### config.mk
export PLATFORM = sky130hd
export DESIGN_NAME = mem_rd_wr_arbiter_flat
export DESIGN_NICKNAME = d
export VERILOG_FILES = /design/src/rtl/mem_rd_wr_arbiter_if.sv /design/src/rtl/mem_rd_wr_arbiter.sv /design/src/flat_wrapper.sv
export SDC_FILE = /design/constraint.sdc
export NUM_CORES = 1
export LEC_CHECK = 0
export ABC_AREA = 1
export CORE_AREA = 2 2 321 323
export CTS_CLUSTER_DIAMETER = 120
export DETAILED_ROUTE_END_ITERATION = 8
export DIE_AREA = 0 0 323 325
export SYNTH_ARGS = -nofsm -noshare
export SYNTH_HDL_FRONTEND = slang
export SYNTH_SLANG_ARGS = --single-unit
### constraint.sdc
create_clock -name cpu_clk -period 2.2 [get_ports cpu_clk]
set_clock_uncertainty 0.2 [all_clocks]
set_input_delay 0.33 -clock cpu_clk [delete_from_list [all_inputs] [get_ports cpu_clk]]
set_output_delay 0.33 -clock cpu_clk [all_outputs]
set_load 0.02 [all_outputs]
### src/rtl/mem_rd_wr_arbiter_if.sv
// Cache-side and memory-side handshake bundle for mem_rd_wr_arbiter.
// "master" is the arbiter view, "slave" is the caches/memory-bridge view.
interface mem_rd_wr_arbiter_if #(
   parameter int ADDR_W = 32,
   parameter int BLK_W  = 128
);
   logic [3:0]        ic_ren;
   logic [ADDR_W-1:0] ic_raddr;
   logic              ic_abort;
   logic              ic_rrdy;
   logic              ic_rvalid;
   logic [BLK_W-1:0]  ic_rdata;
   logic [3:0]        dc_ren;
   logic [ADDR_W-1:0] dc_raddr;
   logic              dc_rrdy;
   logic              dc_rvalid;
   logic [BLK_W-1:0]  dc_rdata;
   logic [3:0]        dc_wen;
   logic [ADDR_W-1:0] dc_waddr;
   logic [BLK_W-1:0]  dc_wdata;
   logic              dc_wrdy;
   logic              dc_bvalid;
   logic              mem_rrdy;
   logic [3:0]        mem_ren;
   logic [ADDR_W-1:0] mem_raddr;
   logic              mem_rvalid;
   logic [BLK_W-1:0]  mem_rdata;
   logic              mem_wrdy;
   logic [3:0]        mem_wen;
   logic [ADDR_W-1:0] mem_waddr;
   logic [BLK_W-1:0]  mem_wdata;
   logic              mem_bvalid;

   modport master (
      input  ic_ren, ic_raddr, ic_abort,
      output ic_rrdy, ic_rvalid, ic_rdata,
      input  dc_ren, dc_raddr,
      output dc_rrdy, dc_rvalid, dc_rdata,
      input  dc_wen, dc_waddr, dc_wdata,
      output dc_wrdy, dc_bvalid,
      input  mem_rrdy, mem_rvalid, mem_rdata, mem_wrdy, mem_bvalid,
      output mem_ren, mem_raddr, mem_wen, mem_waddr, mem_wdata
   );

   modport slave (
      output ic_ren, ic_raddr, ic_abort,
      input  ic_rrdy, ic_rvalid, ic_rdata,
      output dc_ren, dc_raddr,
      input  dc_rrdy, dc_rvalid, dc_rdata,
      output dc_wen, dc_waddr, dc_wdata,
      input  dc_wrdy, dc_bvalid,
      output mem_rrdy, mem_rvalid, mem_rdata, mem_wrdy, mem_bvalid,
      input  mem_ren, mem_raddr, mem_wen, mem_waddr, mem_wdata
   );
endinterface

### src/rtl/mem_rd_wr_arbiter.sv
// Arbitrates the single main-memory bus between ICache refill, DCache refill and
// DCache write-back; one outstanding transaction, responses routed to the owner.
module mem_rd_wr_arbiter #(
   parameter int ADDR_W       = 32,
   parameter int BLK_W        = 128,
   parameter int STARVE_LIMIT = 2
) (
   input  logic                cpu_clk,
   input  logic                cpu_rstn,
   mem_rd_wr_arbiter_if.master bus
);
   localparam int CNT_W = (STARVE_LIMIT < 1) ? 1 : $clog2(STARVE_LIMIT + 1);
   localparam logic [CNT_W-1:0] CNT_MAX = CNT_W'(STARVE_LIMIT);

   localparam logic [1:0] S_IDLE  = 2'd0;
   localparam logic [1:0] S_IC_RD = 2'd1;
   localparam logic [1:0] S_DC_RD = 2'd2;
   localparam logic [1:0] S_DC_WR = 2'd3;

   logic [1:0]        r_state;
   logic              r_ic_pend;
   logic              r_dcr_pend;
   logic              r_dcw_pend;
   logic              r_ic_abort;
   logic [ADDR_W-1:0] r_ic_addr;
   logic [ADDR_W-1:0] r_dcr_addr;
   logic [ADDR_W-1:0] r_dcw_addr;
   logic [BLK_W-1:0]  r_dcw_data;
   logic [CNT_W-1:0]  r_starve_cnt;
   logic [3:0]        r_mem_ren;
   logic [3:0]        r_mem_wen;
   logic [ADDR_W-1:0] r_mem_raddr;
   logic [ADDR_W-1:0] r_mem_waddr;
   logic [BLK_W-1:0]  r_mem_wdata;

   logic w_ic_rrdy;
   logic w_dc_rrdy;
   logic w_dc_wrdy;
   logic w_ic_cap;
   logic w_dcr_cap;
   logic w_dcw_cap;
   logic w_ic_pend;
   logic w_sel_ic;
   logic w_sel_dcr;
   logic w_sel_dcw;
   logic w_gnt_ic;
   logic w_gnt_dcr;
   logic w_gnt_dcw;

   // A source is ready only when its slot is empty and it owns no in-flight transaction.
   assign w_ic_rrdy = !r_ic_pend  && (r_state != S_IC_RD);
   assign w_dc_rrdy = !r_dcr_pend && (r_state != S_DC_RD);
   assign w_dc_wrdy = !r_dcw_pend && (r_state != S_DC_WR);

   assign w_ic_cap  = (bus.ic_ren != 4'h0) && w_ic_rrdy && !bus.ic_abort;
   assign w_dcr_cap = (bus.dc_ren != 4'h0) && w_dc_rrdy;
   assign w_dcw_cap = (bus.dc_wen != 4'h0) && w_dc_wrdy;
   assign w_ic_pend = r_ic_pend && !bus.ic_abort;

   // Grant selection: write > read > IC, unless the IC read has starved long enough.
   always_comb begin
      w_sel_ic  = 1'b0;
      w_sel_dcr = 1'b0;
      w_sel_dcw = 1'b0;
      if (r_state == S_IDLE) begin
         if (w_ic_pend && (r_starve_cnt == CNT_MAX)) begin
            w_sel_ic = 1'b1;
         end else if (r_dcw_pend) begin
            w_sel_dcw = 1'b1;
         end else if (r_dcr_pend) begin
            w_sel_dcr = 1'b1;
         end else if (w_ic_pend) begin
            w_sel_ic = 1'b1;
         end else begin
            w_sel_ic = 1'b0;
         end
      end else begin
         w_sel_ic = 1'b0;
      end
   end

   // The chosen source stalls on its own memory ready; lower priorities never slip past.
   assign w_gnt_ic  = w_sel_ic  && bus.mem_rrdy;
   assign w_gnt_dcr = w_sel_dcr && bus.mem_rrdy;
   assign w_gnt_dcw = w_sel_dcw && bus.mem_wrdy;

   // Transaction state, abort flag and starvation counter.
   always_ff @(posedge cpu_clk or negedge cpu_rstn) begin
      if (!cpu_rstn) begin
         r_state      <= S_IDLE;
         r_ic_abort   <= 1'b0;
         r_starve_cnt <= {CNT_W{1'b0}};
      end else begin
         case (r_state)
            S_IDLE: begin
               if (w_gnt_ic) begin
                  r_state <= S_IC_RD;
               end else if (w_gnt_dcr) begin
                  r_state <= S_DC_RD;
               end else if (w_gnt_dcw) begin
                  r_state <= S_DC_WR;
               end else begin
                  r_state <= S_IDLE;
               end
            end
            S_IC_RD: r_state <= bus.mem_rvalid ? S_IDLE : S_IC_RD;
            S_DC_RD: r_state <= bus.mem_rvalid ? S_IDLE : S_DC_RD;
            S_DC_WR: r_state <= bus.mem_bvalid ? S_IDLE : S_DC_WR;
            default: r_state <= S_IDLE;
         endcase

         if ((r_state == S_IC_RD) && bus.mem_rvalid) begin
            r_ic_abort <= 1'b0;
         end else if ((r_state == S_IC_RD) && bus.ic_abort) begin
            r_ic_abort <= 1'b1;
         end else begin
            r_ic_abort <= r_ic_abort;
         end

         if (!w_ic_pend || w_gnt_ic) begin
            r_starve_cnt <= {CNT_W{1'b0}};
         end else if ((w_gnt_dcr || w_gnt_dcw) && (r_starve_cnt != CNT_MAX)) begin
            r_starve_cnt <= r_starve_cnt + {{(CNT_W-1){1'b0}}, 1'b1};
         end else begin
            r_starve_cnt <= r_starve_cnt;
         end
      end
   end

   // Per-source pending slots; an abort beats a same-cycle IC request.
   always_ff @(posedge cpu_clk or negedge cpu_rstn) begin
      if (!cpu_rstn) begin
         r_ic_pend  <= 1'b0;
         r_dcr_pend <= 1'b0;
         r_dcw_pend <= 1'b0;
         r_ic_addr  <= {ADDR_W{1'b0}};
         r_dcr_addr <= {ADDR_W{1'b0}};
         r_dcw_addr <= {ADDR_W{1'b0}};
         r_dcw_data <= {BLK_W{1'b0}};
      end else begin
         if (w_ic_cap) begin
            r_ic_pend <= 1'b1;
            r_ic_addr <= bus.ic_raddr;
         end else if (bus.ic_abort || w_gnt_ic) begin
            r_ic_pend <= 1'b0;
         end else begin
            r_ic_pend <= r_ic_pend;
         end

         if (w_dcr_cap) begin
            r_dcr_pend <= 1'b1;
            r_dcr_addr <= bus.dc_raddr;
         end else if (w_gnt_dcr) begin
            r_dcr_pend <= 1'b0;
         end else begin
            r_dcr_pend <= r_dcr_pend;
         end

         if (w_dcw_cap) begin
            r_dcw_pend <= 1'b1;
            r_dcw_addr <= bus.dc_waddr;
            r_dcw_data <= bus.dc_wdata;
         end else if (w_gnt_dcw) begin
            r_dcw_pend <= 1'b0;
         end else begin
            r_dcw_pend <= r_dcw_pend;
         end
      end
   end

   // Registered memory-side request; enables pulse for one cycle, address/data hold.
   always_ff @(posedge cpu_clk or negedge cpu_rstn) begin
      if (!cpu_rstn) begin
         r_mem_ren   <= 4'h0;
         r_mem_wen   <= 4'h0;
         r_mem_raddr <= {ADDR_W{1'b0}};
         r_mem_waddr <= {ADDR_W{1'b0}};
         r_mem_wdata <= {BLK_W{1'b0}};
      end else begin
         r_mem_ren <= (w_gnt_ic || w_gnt_dcr) ? 4'hF : 4'h0;
         r_mem_wen <= w_gnt_dcw ? 4'hF : 4'h0;
         if (w_gnt_ic) begin
            r_mem_raddr <= r_ic_addr;
         end else if (w_gnt_dcr) begin
            r_mem_raddr <= r_dcr_addr;
         end else begin
            r_mem_raddr <= r_mem_raddr;
         end
         if (w_gnt_dcw) begin
            r_mem_waddr <= r_dcw_addr;
            r_mem_wdata <= r_dcw_data;
         end else begin
            r_mem_waddr <= r_mem_waddr;
            r_mem_wdata <= r_mem_wdata;
         end
      end
   end

   assign bus.ic_rrdy   = w_ic_rrdy;
   assign bus.dc_rrdy   = w_dc_rrdy;
   assign bus.dc_wrdy   = w_dc_wrdy;
   assign bus.ic_rvalid = (r_state == S_IC_RD) && bus.mem_rvalid && !r_ic_abort && !bus.ic_abort;
   assign bus.dc_rvalid = (r_state == S_DC_RD) && bus.mem_rvalid;
   assign bus.dc_bvalid = (r_state == S_DC_WR) && bus.mem_bvalid;
   assign bus.ic_rdata  = bus.mem_rdata;
   assign bus.dc_rdata  = bus.mem_rdata;
   assign bus.mem_ren   = r_mem_ren;
   assign bus.mem_wen   = r_mem_wen;
   assign bus.mem_raddr = r_mem_raddr;
   assign bus.mem_waddr = r_mem_waddr;
   assign bus.mem_wdata = r_mem_wdata;
endmodule

### src/flat_wrapper.sv
// flat-port wrapper written by rule: the top's interface ports become plain ports
module mem_rd_wr_arbiter_flat 
#(
   parameter int ADDR_W       = 32,
   parameter int BLK_W        = 128,
   parameter int STARVE_LIMIT = 2
)
  (cpu_clk, cpu_rstn, bus_ic_ren, bus_ic_raddr, bus_ic_abort, bus_ic_rrdy, bus_ic_rvalid, bus_ic_rdata, bus_dc_ren, bus_dc_raddr, bus_dc_rrdy, bus_dc_rvalid, bus_dc_rdata, bus_dc_wen, bus_dc_waddr, bus_dc_wdata, bus_dc_wrdy, bus_dc_bvalid, bus_mem_rrdy, bus_mem_rvalid, bus_mem_rdata, bus_mem_wrdy, bus_mem_bvalid, bus_mem_ren, bus_mem_raddr, bus_mem_wen, bus_mem_waddr, bus_mem_wdata);
  mem_rd_wr_arbiter_if #(.ADDR_W(ADDR_W), .BLK_W(BLK_W)) bus_i ();
  input  logic cpu_clk;
  input  logic cpu_rstn;
  input wire logic [$bits(bus_i.ic_ren)-1:0] bus_ic_ren;
  input wire logic [$bits(bus_i.ic_raddr)-1:0] bus_ic_raddr;
  input wire logic [$bits(bus_i.ic_abort)-1:0] bus_ic_abort;
  output wire logic [$bits(bus_i.ic_rrdy)-1:0] bus_ic_rrdy;
  output wire logic [$bits(bus_i.ic_rvalid)-1:0] bus_ic_rvalid;
  output wire logic [$bits(bus_i.ic_rdata)-1:0] bus_ic_rdata;
  input wire logic [$bits(bus_i.dc_ren)-1:0] bus_dc_ren;
  input wire logic [$bits(bus_i.dc_raddr)-1:0] bus_dc_raddr;
  output wire logic [$bits(bus_i.dc_rrdy)-1:0] bus_dc_rrdy;
  output wire logic [$bits(bus_i.dc_rvalid)-1:0] bus_dc_rvalid;
  output wire logic [$bits(bus_i.dc_rdata)-1:0] bus_dc_rdata;
  input wire logic [$bits(bus_i.dc_wen)-1:0] bus_dc_wen;
  input wire logic [$bits(bus_i.dc_waddr)-1:0] bus_dc_waddr;
  input wire logic [$bits(bus_i.dc_wdata)-1:0] bus_dc_wdata;
  output wire logic [$bits(bus_i.dc_wrdy)-1:0] bus_dc_wrdy;
  output wire logic [$bits(bus_i.dc_bvalid)-1:0] bus_dc_bvalid;
  input wire logic [$bits(bus_i.mem_rrdy)-1:0] bus_mem_rrdy;
  input wire logic [$bits(bus_i.mem_rvalid)-1:0] bus_mem_rvalid;
  input wire logic [$bits(bus_i.mem_rdata)-1:0] bus_mem_rdata;
  input wire logic [$bits(bus_i.mem_wrdy)-1:0] bus_mem_wrdy;
  input wire logic [$bits(bus_i.mem_bvalid)-1:0] bus_mem_bvalid;
  output wire logic [$bits(bus_i.mem_ren)-1:0] bus_mem_ren;
  output wire logic [$bits(bus_i.mem_raddr)-1:0] bus_mem_raddr;
  output wire logic [$bits(bus_i.mem_wen)-1:0] bus_mem_wen;
  output wire logic [$bits(bus_i.mem_waddr)-1:0] bus_mem_waddr;
  output wire logic [$bits(bus_i.mem_wdata)-1:0] bus_mem_wdata;
  assign bus_i.ic_ren = bus_ic_ren;
  assign bus_i.ic_raddr = bus_ic_raddr;
  assign bus_i.ic_abort = bus_ic_abort;
  assign bus_ic_rrdy = bus_i.ic_rrdy;
  assign bus_ic_rvalid = bus_i.ic_rvalid;
  assign bus_ic_rdata = bus_i.ic_rdata;
  assign bus_i.dc_ren = bus_dc_ren;
  assign bus_i.dc_raddr = bus_dc_raddr;
  assign bus_dc_rrdy = bus_i.dc_rrdy;
  assign bus_dc_rvalid = bus_i.dc_rvalid;
  assign bus_dc_rdata = bus_i.dc_rdata;
  assign bus_i.dc_wen = bus_dc_wen;
  assign bus_i.dc_waddr = bus_dc_waddr;
  assign bus_i.dc_wdata = bus_dc_wdata;
  assign bus_dc_wrdy = bus_i.dc_wrdy;
  assign bus_dc_bvalid = bus_i.dc_bvalid;
  assign bus_i.mem_rrdy = bus_mem_rrdy;
  assign bus_i.mem_rvalid = bus_mem_rvalid;
  assign bus_i.mem_rdata = bus_mem_rdata;
  assign bus_i.mem_wrdy = bus_mem_wrdy;
  assign bus_i.mem_bvalid = bus_mem_bvalid;
  assign bus_mem_ren = bus_i.mem_ren;
  assign bus_mem_raddr = bus_i.mem_raddr;
  assign bus_mem_wen = bus_i.mem_wen;
  assign bus_mem_waddr = bus_i.mem_waddr;
  assign bus_mem_wdata = bus_i.mem_wdata;
  mem_rd_wr_arbiter #(.ADDR_W(ADDR_W), .BLK_W(BLK_W), .STARVE_LIMIT(STARVE_LIMIT)) u_core (.cpu_clk(cpu_clk), .cpu_rstn(cpu_rstn), .bus(bus_i));
endmodule
==> metrics.txt, run 1 <==
Initial DRC Count 724; most area-consuming cells after synthesis dfrtp_1 58%, buf_4 11%, nand2_1 9.2%; worst-path maximum fanout 5; Max-slew headroom 0.638; LEAKAGE 12.1 nW; GRT Residual Overflow 0; vias in the first global route 13300; largest net degree at the start of global routing 61; drt pass-1 iters 4; antenna-violating nets left 0; Worst IR Drop VDD 0.000852 V; min cycle time layout 2.13 ns; Mean Syn Cell Area 9.70 µm²; H-tree depth 2; final core occ 0.246; most frequent cells in the layout 450 x nand2_1, 425 x dfrtp_1, 307 x clkdlybuf4s50_1; WP data required 1.67 ns; vias per std cell 3.71; # nets final 2509; Fmax 0.469 GHz; Yosys top cell by area dfrtp_1; count of different cell masters after synthesis 26; fin cells 3547; CTS Sinks 426; CTS tree yes; initial core utilization 0.183; share of the synthesized area in the top cell type 0.576; crit path DAT 1.60 ns; Post-DP HPWL 46600 µm; Worst setup EP type output port; Worst-Skew Late Latency 0.61 ns; drt total wl 62500 µm; Setup CP Type reg -> out; period utilization 0.970; GRT Total Usage 0.116; DRC 0; Avg WL per Cell 17.6 µm; Worst-Margin Slew 0.545 ns; Final Slew Violations 0; initial antenna violation count 14; gate count after technology mapping 1909; first-pass GRT wire length 89900 µm; Rows 117; die width 323 µm; core area 101000 µm²; Longest Clk Path Bufs 3; min-delay worst type in -> async; Die H 325 µm; Design Power 36.9 mW; number of max-cap violations 0; register bit count reported by yosys 426; startpoint types flop; Area Growth Syn to Fin 34.8%; post-synthesis instance area 18500 µm²; Pwr Density 1480 nW/µm²; post-synthesis sequential area ratio 0.576; root buf cell clkbuf_16; Placed Cells incl. Taps 3444; Net Count, Synth 2281; I/O pins 833; Die ar. 105000 µm²; Worst-path clk slew 0.06 ns; Placer Congestion 0.799; vias 13100; share of post-route cells with drive strength above 1 0.114; most common cell after layout, fill and taps aside nand2_1; endpoints failing setup 0; Fin. Hold Viols 0; port buffer count 448; status complete, no violations; Ys Warns 0; total CTS buffers 52
==> cells in the mapped netlist, drive strengths merged <==
cell type,count
nand3,39
dfrtp,426
inv,150
nor2,148
o21ai,137
ha,1
nor3,2
mux2,89
buf,337
nand4,2
a21oi,106
clkbuf,15
o2111ai,2
nand2,455
==> state kept, by name, indices dropped and copies added (netlist names), 2 cells and up <==
register              count
u_core.r_starve_cnt       2
u_core.r_dcr_addr        32
u_core.r_state            2
u_core.r_dcw_addr        32
u_core.bus.mem_raddr     32
u_core.r_ic_addr         32
u_core.r_dcw_data       128
u_core.bus.mem_wdata    128
u_core.bus.mem_waddr     32
==> timing repair <==
item | CTS | global route
setup endpoints to repair | 117 | 31
gates resized for setup | 142 | 29
hold endpoints to repair | 426 | 0
pin swaps | 0 | 0
hold buffers | 2 | 0
setup buffers | 5 | 0
==> logic make-up after synthesis <==
| group | share of synthesized area |
|---|---|
| simple gates | 0.136 |
| buf+inv | 0.166 |
| flops | 0.576 |
| compound gates | 0.0669 |
| mux | 0.0541 |
| fa+ha+maj | 0.000676 |
==> metal layers <==
metal  global-route usage  up-vias  routed length, µm  part of all wire
met4               0.0599       24               3310             0.053
met3               0.0614      234               7600              0.12
met1                0.137     6195              24700              0.40
li1                     -     6154                  -                 -
met5               0.0102        -                235            0.0038
met2                0.169      535              26600              0.43
==> final timing paths <==
kind / from / endpoint / slack, ns / cells past startpoint
worst max-delay path: u_core.r_state[1] / bus_dc_wrdy / 0.07 / 3
worst max register to register: u_core.r_starve_cnt[0] / u_core.bus.mem_raddr[7] / 0.17 / 9
worst min register to register: u_core.r_dcw_data[47] / u_core.bus.mem_wdata[47] / 0.24 / 2
max in group asynchronous: cpu_rstn / u_core.bus.mem_wdata[99] / 0.90 / 3
min in group cpu_clk: bus_ic_raddr[15] / u_core.r_ic_addr[15] / 0.07 / 3
worst min-delay path: cpu_rstn / u_core.bus.mem_waddr[6] / 0.06 / 2
==> power by group <==
group,switching [mW],internal [mW],leakage (nW),total (mW)
Clock,3.67,5.55,0.900,9.22
Combinational,8.19,5.96,6.10,14.1
Sequential,1.87,11.7,5.07,13.5
==> critical path, stage by stage, from the launching register on <==
cell and delay [ns]:
dfrtp_2 0.44, buf_4 0.15, a21oi_4 0.20, buf_2 0.21
==> cell type report <==
cell class,instances,area [µm²]
sequential,426,10700
tap,1368,1710
multi-input combinational,981,4840
inverter,150,566
clock inverter,26,368
antenna,2,5.00
timing repair buffer,526,5320
clock buffer,68,1470
fill,10900,76400
==> metrics by stage <==
stage	cell area [µm²]	setup TNS (ns)	hold slack, ns	setup slack [ns]
2_1_floorplan	18500	0	-0.166	0.417
3_3_place_gp	23100	-1.18	0.0786	-0.108
3_5_place_dp	23100	-2.59	0.0786	-0.0788
4_1_cts	24900	0	0.00755	0.000509
5_1_grt	24900	-0.0131	0.0404	-0.0130
6_report	24900	0	0.0563	0.0656
(Power assumes the default switching activity.)
==> inputs of run 2 (changes only) <==
CORE_AREA = 2 2 322 324   (was 2 2 321 323)
DIE_AREA = 0 0 324 326   (was 0 0 323 325)
==> run 2 against run 1 <==
  * Worst setup slack improved by 0.0033 ns
  * Register-to-register slack got worse by 0.02 ns
  * Wire length fell by 3.0%
  * Final cell count rose by 0.93%
  * Count of clock-buffer cells in the layout did not move
  * Sequential share of layout area fell by 0.15 points
  * Final area rose by 0.36%
  * Non-clock buffer count rose by 24
  * Global-route usage fell by 0.38 points
  * Clock power fell by 6.3%
  * Total power fell by 1.2%
  * Fmax rose by 0.15%
  * Critical path type unchanged
==> metrics.txt, run 2 (synthesized netlist as in run 1, its figures left out) <==
CTS tree yes; endpoints failing setup 0 (unchanged); total CTS buffers 51 (-1.9%); R2R Path End u_core.bus.mem_waddr[26]; GRT Total Usage 0.112 (-0.00377); Design Power 36.5 mW (-1.2%); Longest Clk Path Bufs 3 (unchanged); number of max-cap violations 0 (unchanged); core area 103000 µm² (+1.3%); CP startpoint u_core.r_state[0]; initial antenna violation count 6 (-8); Placer Congestion 0.792 (-0.88%); min-delay worst type in -> reg; crit path DAT 1.60 ns (about the same); worst path bufs/invs 2 (unchanged); Multi-input gate area 4860 µm² (+0.49%); most frequent cells in the layout 448 x nand2_1, 425 x dfrtp_1, 302 x clkdlybuf4s50_1; vias per std cell 3.69 (-0.41%); Worst IR Drop VDD 0.000772 V (-9.4%); startpoint types flop; Worst-Skew Late Latency 0.64 ns (+0.03 ns); Post-DP HPWL 45100 µm (-3.1%); Die H 326 µm (+0.31%); slowest stage delay, CP 0.41 ns (-0.03 ns); Max-slew headroom 0.638 (about the same); Fin. Hold Viols 0 (unchanged); Area Growth Syn to Fin 35.2%; critical path depth 3 (unchanged); root buf cell clkbuf_16; Fmax 0.469 GHz (+0.15%); GRT Residual Overflow 0 (unchanged); Placed Cells incl. Taps 3479 (+1.0%); period utilization 0.969 (-0.00149); reg2reg setup slack 0.15 ns (-0.02 ns); antenna-violating nets left 0 (unchanged); FF+latch area 10700 µm² (unchanged); CTS Sinks 426 (unchanged); crit path cell chain buf_4, a21oi_4, buf_4; Final Slew Violations 0 (unchanged); WP data required 1.67 ns (about the same); Setup CP Type reg -> out; RSZ-0062 raised after global routing yes; largest net degree at the start of global routing 66 (+8.2%); Final TNS setup 0 ns (unchanged); placed standard-cell area 23300 µm² (+0.75%); min cycle time layout 2.13 ns (-0.00329 ns); drt total wl 60600 µm (-3.0%); fin cells 3580 (+0.93%); Worst setup EP type output port; Die ar. 106000 µm² (+0.62%); Pwr Density 1460 nW/µm² (-1.5%); Top Family by Delay on Critical Path flip-flops; Rows 118 (+0.85%); die width 324 µm (+0.31%); most common cell after layout, fill and taps aside nand2_1; DRC 0 (unchanged); # nets final 2532 (+0.92%); vias 13200 (+0.52%); WHS 0.0544 ns (-0.00189 ns); initial core utilization 0.180 (-0.00233); Crit path top cell by count buf_4; first-pass GRT wire length 88600 µm (-1.5%); vias in the first global route 13600 (+2.5%); Worst-Margin Slew 0.545 ns (-0.000466 ns); status complete, no violations; Reg2Reg Launch Point u_core.r_state[0]; hold path startpoint bus_ic_raddr[13]; LEAKAGE 12.1 nW (+0.39%); H-tree depth 2 (unchanged); share of post-route cells with drive strength above 1 0.122 (+0.00806); cells on worst reg2reg path 11 (+2); Avg WL per Cell 16.9 µm (-3.9%); Filler cells 11000 (+0.56%); port buffer count 448 (unchanged); drt pass-1 iters 4 (unchanged); Slowest cell on crit path dfrtp_1; Worst-path clk slew 0.06 ns (about the same); worst setup path end bus_dc_wrdy; I/O pins 833 (unchanged); design area 25000 µm² (+0.36%); worst-path maximum fanout 2 (-3); Initial DRC Count 842 (+16%)
==> run 2: power by group <==
part | total [mW] | switching (mW) | internal, mW
clock network | 8.64 | 3.59 | 5.05
registers | 13.6 | 1.97 | 11.7
logic | 14.2 | 8.25 | 5.94
==> run 2: final cells by class <==
cell class                      count  share of cell area
Antenna cell                        3            0.000300
Clock buffer                       68              0.0567
Clock inverter                     22              0.0116
Inverter                          150              0.0227
Multi-Input combinational cell    981               0.194
Sequential cell                   426               0.426
Tap cell                         1380              0.0690
Timing Repair Buffer              550               0.220
==> run 2: repair_timing <==
item / CTS / global route
hold buffers: 4 / 0
setup endpoints to repair: 122 / 41
hold endpoints to repair: 326 / 0
buffers inserted: 3 / 1
cloned: 0 / 0
resized for setup: 151 / 33
pin swaps: 1 / 3
==> run 2: worst min path at each step <==
stage,slack [ns],cells after the start,to
floorplan,-0.17,0,u_core.bus.mem_raddr[0]
global placement,0.09,1,u_core.r_dcw_data[108]
detailed placement,0.09,1,u_core.r_dcw_data[108]
CTS,0.0005,3,u_core.r_ic_addr[13]
global route,0.03,3,u_core.r_ic_addr[13]
finish,0.05,3,u_core.r_ic_addr[13]
==> run 2: per-stage QoR <==
step,worst slack (ns),utilization
2_1_floorplan,0.417,-
3_3_place_gp,-0.194,0.227
3_5_place_dp,-0.171,0.227
4_1_cts,-0.0373,0.243
5_1_grt,-0.0171,0.244
6_report,0.0689,0.244
==> run 2: tightest hold or removal path: stages <==
cell,delay (ns)
clkdlybuf4s50_1,0.39
inv_1,0.04
o21ai_0,0.07
==> run 2: routing by layer <==
layer	vias to the layer above	share of wire	global-route usage
met2	555	0.43	0.164
met5	-	0.0026	0.0127
met4	12	0.054	0.0606
li1	6198	-	-
met3	231	0.11	0.0568
met1	6214	0.40	0.132
==> inputs of run 3 (changes only) <==
CTS_CLUSTER_DIAMETER = not set   (was 120)
PLACE_DENSITY = 0.41   (was not set)
==> run 3 against run 2 <==
  * Total power is 1.1% higher
  * Sequential share of layout area rose by 0.28 points
  * Final cell count is 0.42% lower
  * Register-to-register slack barely moved
  * Non-clock buffer count down 27
  * Wire length up 7.3%
  * Global-route usage rose by 0.87 points
  * Worst hold slack got worse by 0.0047 ns
  * Die area did not move
  * Count of clock-buffer cells in the layout is 4 higher
  * Via count rose by 0.27%
  * Critical path type unchanged
  * Largest cell class unchanged
==> metrics.txt, run 3 (synthesized netlist as in run 1, its figures left out) <==
Top Family by Delay on Critical Path buffers and inverters; number of max-cap violations 0 (unchanged); Area Growth Syn to Fin 34.4%; most frequent cells in the layout 449 x nand2_1, 425 x dfrtp_1, 294 x clkdlybuf4s50_1; Slowest cell on crit path dfrtp_2; Worst setup EP type output port; period utilization 0.993 (+0.0240); Crit path top cell by count buf_4; Placer Congestion 0.768 (-3.1%); placed standard-cell area 23000 µm² (-1.1%); Placed Cells incl. Taps 3452 (-0.78%); GRT Residual Overflow 0 (unchanged); Avg WL per Cell 18.2 µm (+7.7%); Fin. Hold Viols 0 (unchanged); Reg2Reg Launch Point u_core.r_state[0]; final core occ 0.242 (-0.00160); Post-DP HPWL 48500 µm (+7.6%); Filler cells 11100 (+0.84%); largest net degree at the start of global routing 68 (+3.0%); crit path DAT 1.65 ns (+0.05 ns); Max-slew headroom 0.673 (+0.0349); drt pass-1 iters 4 (unchanged); Fmax 0.458 GHz (-2.4%); LEAKAGE 11.9 nW (-1.5%); GRT Total Usage 0.121 (+0.00867); Longest Clk Path Bufs 3 (unchanged); Worst-Skew Late Latency 0.63 ns (about the same); Worst-Margin Slew 0.492 ns (-0.0526 ns); vias 13200 (+0.27%); first-pass GRT wire length 94800 µm (+7.0%); worst path bufs/invs 3 (+1); Setup CP Type reg -> out; core area 103000 µm² (unchanged); vias per std cell 3.72 (+0.69%); drt total wl 65000 µm (+7.3%); Initial DRC Count 675 (-20%); CTS Sinks 426 (unchanged); crit path cell chain buf_4, buf_4, a21oi_4, buf_6; port buffer count 448 (unchanged); CTS tree yes; fin cells 3565 (-0.42%); Worst-path clk slew 0.06 ns (about the same); setup ws final 0.0161 ns (-0.0528 ns); WP data required 1.67 ns (about the same); CP startpoint u_core.r_state[1]; total CTS buffers 54 (+5.9%); die width 324 µm (unchanged); Pwr Density 1480 nW/µm² (+1.8%); status complete, no violations; worst-path maximum fanout 3 (+1); Worst IR Drop VDD 0.000580 V (-25%); min cycle time layout 2.18 ns (+0.0528 ns); # nets final 2508 (-0.95%); DRC 0 (unchanged); slowest stage delay, CP 0.43 ns (+0.02 ns); most common cell after layout, fill and taps aside nand2_1; antenna-violating nets left 0 (unchanged); root buf cell clkbuf_16; share of post-route cells with drive strength above 1 0.116 (-0.00644); Final Slew Violations 0 (unchanged); Die H 326 µm (unchanged); Multi-input gate area 4850 µm² (-0.10%); FF+latch area 10700 µm² (unchanged); Die ar. 106000 µm² (unchanged); design area 24900 µm² (-0.65%); H-tree depth 2 (unchanged); Rows 118 (unchanged); startpoint types flop; I/O pins 833 (unchanged); endpoints failing setup 0 (unchanged); WHS 0.0497 ns (-0.00467 ns); vias in the first global route 14200 (+4.5%); initial antenna violation count 16 (+10); RSZ-0062 raised after global routing yes; pre-CTS WS -0.0816 ns (+0.0897 ns); min-delay worst type in -> async; initial core utilization 0.180 (unchanged)
[run 3: cell count changes in the layout (fill, tap and decap cells not counted), moves of 4 or more]
cell	change
clkdlybuf4s50_1	-8
dlygate4sd2_1	+27
buf_4	-21
clkinv_4	+4
dlymetal6s2s_1	-16
buf_12	-4
clkinv_2	+4
[run 3: cell type report]
| class | count | share of cell area |
|---|---|---|
| Clock inverter | 29 | 0.0138 |
| Sequential cell | 426 | 0.429 |
| Timing Repair Buffer | 523 | 0.208 |
| Clock buffer | 72 | 0.0615 |
| Multi-Input combinational cell | 981 | 0.195 |
| Tap cell | 1380 | 0.0694 |
| Antenna cell | 4 | 0.000402 |
| Inverter | 150 | 0.0227 |
[run 3: final timing paths]
kind | endpoint | slack [ns] | cells past startpoint
min in group cpu_clk | u_core.r_ic_addr[4] | 0.07 | 3
hold / removal | u_core.r_dcw_data[39] | 0.05 | 2
hold reg to reg | u_core.bus.mem_wdata[51] | 0.26 | 2
max in group asynchronous | u_core.r_state[1] | 0.98 | 3
setup reg to reg | u_core.bus.mem_wdata[35] | 0.15 | 10
setup / recovery | bus_dc_rrdy | 0.02 | 4
[run 3: through the flow]
stage          total power, mW  TNS [ns]
3_5_place_dp              28.8     -3.71
3_3_place_gp              28.6     -6.94
6_report                  36.9         0
5_1_grt                   39.6    -0.246
4_1_cts                   37.7    -0.134
2_1_floorplan             22.0         0
[run 3: timing repair]
item                                    4_1_cts  5_1_grt
endpoints found under the hold margin       426        0
hold buffers                                  1        0
pin swaps                                     0        3
resized for setup                           180       13
buffers inserted                              6        1
endpoints found under the setup margin      147        9
[run 3: per-layer routing]
layer | wire, µm | global-route usage | share of wire | vias up
met4 | 3770 | 0.0690 | 0.058 | 26
met5 | 345 | 0.0159 | 0.0053 | -
li1 | - | - | - | 6164
met1 | 24300 | 0.133 | 0.37 | 6323
met2 | 30100 | 0.193 | 0.46 | 477
met3 | 6510 | 0.0530 | 0.10 | 256
[run 3: where the power goes]
| group | internal [mW] | leakage, nW | switching, mW |
|---|---|---|---|
| clock | 5.60 | 0.927 | 3.72 |
| sequential | 11.7 | 5.07 | 1.85 |
| combinational | 5.78 | 5.93 | 8.25 |
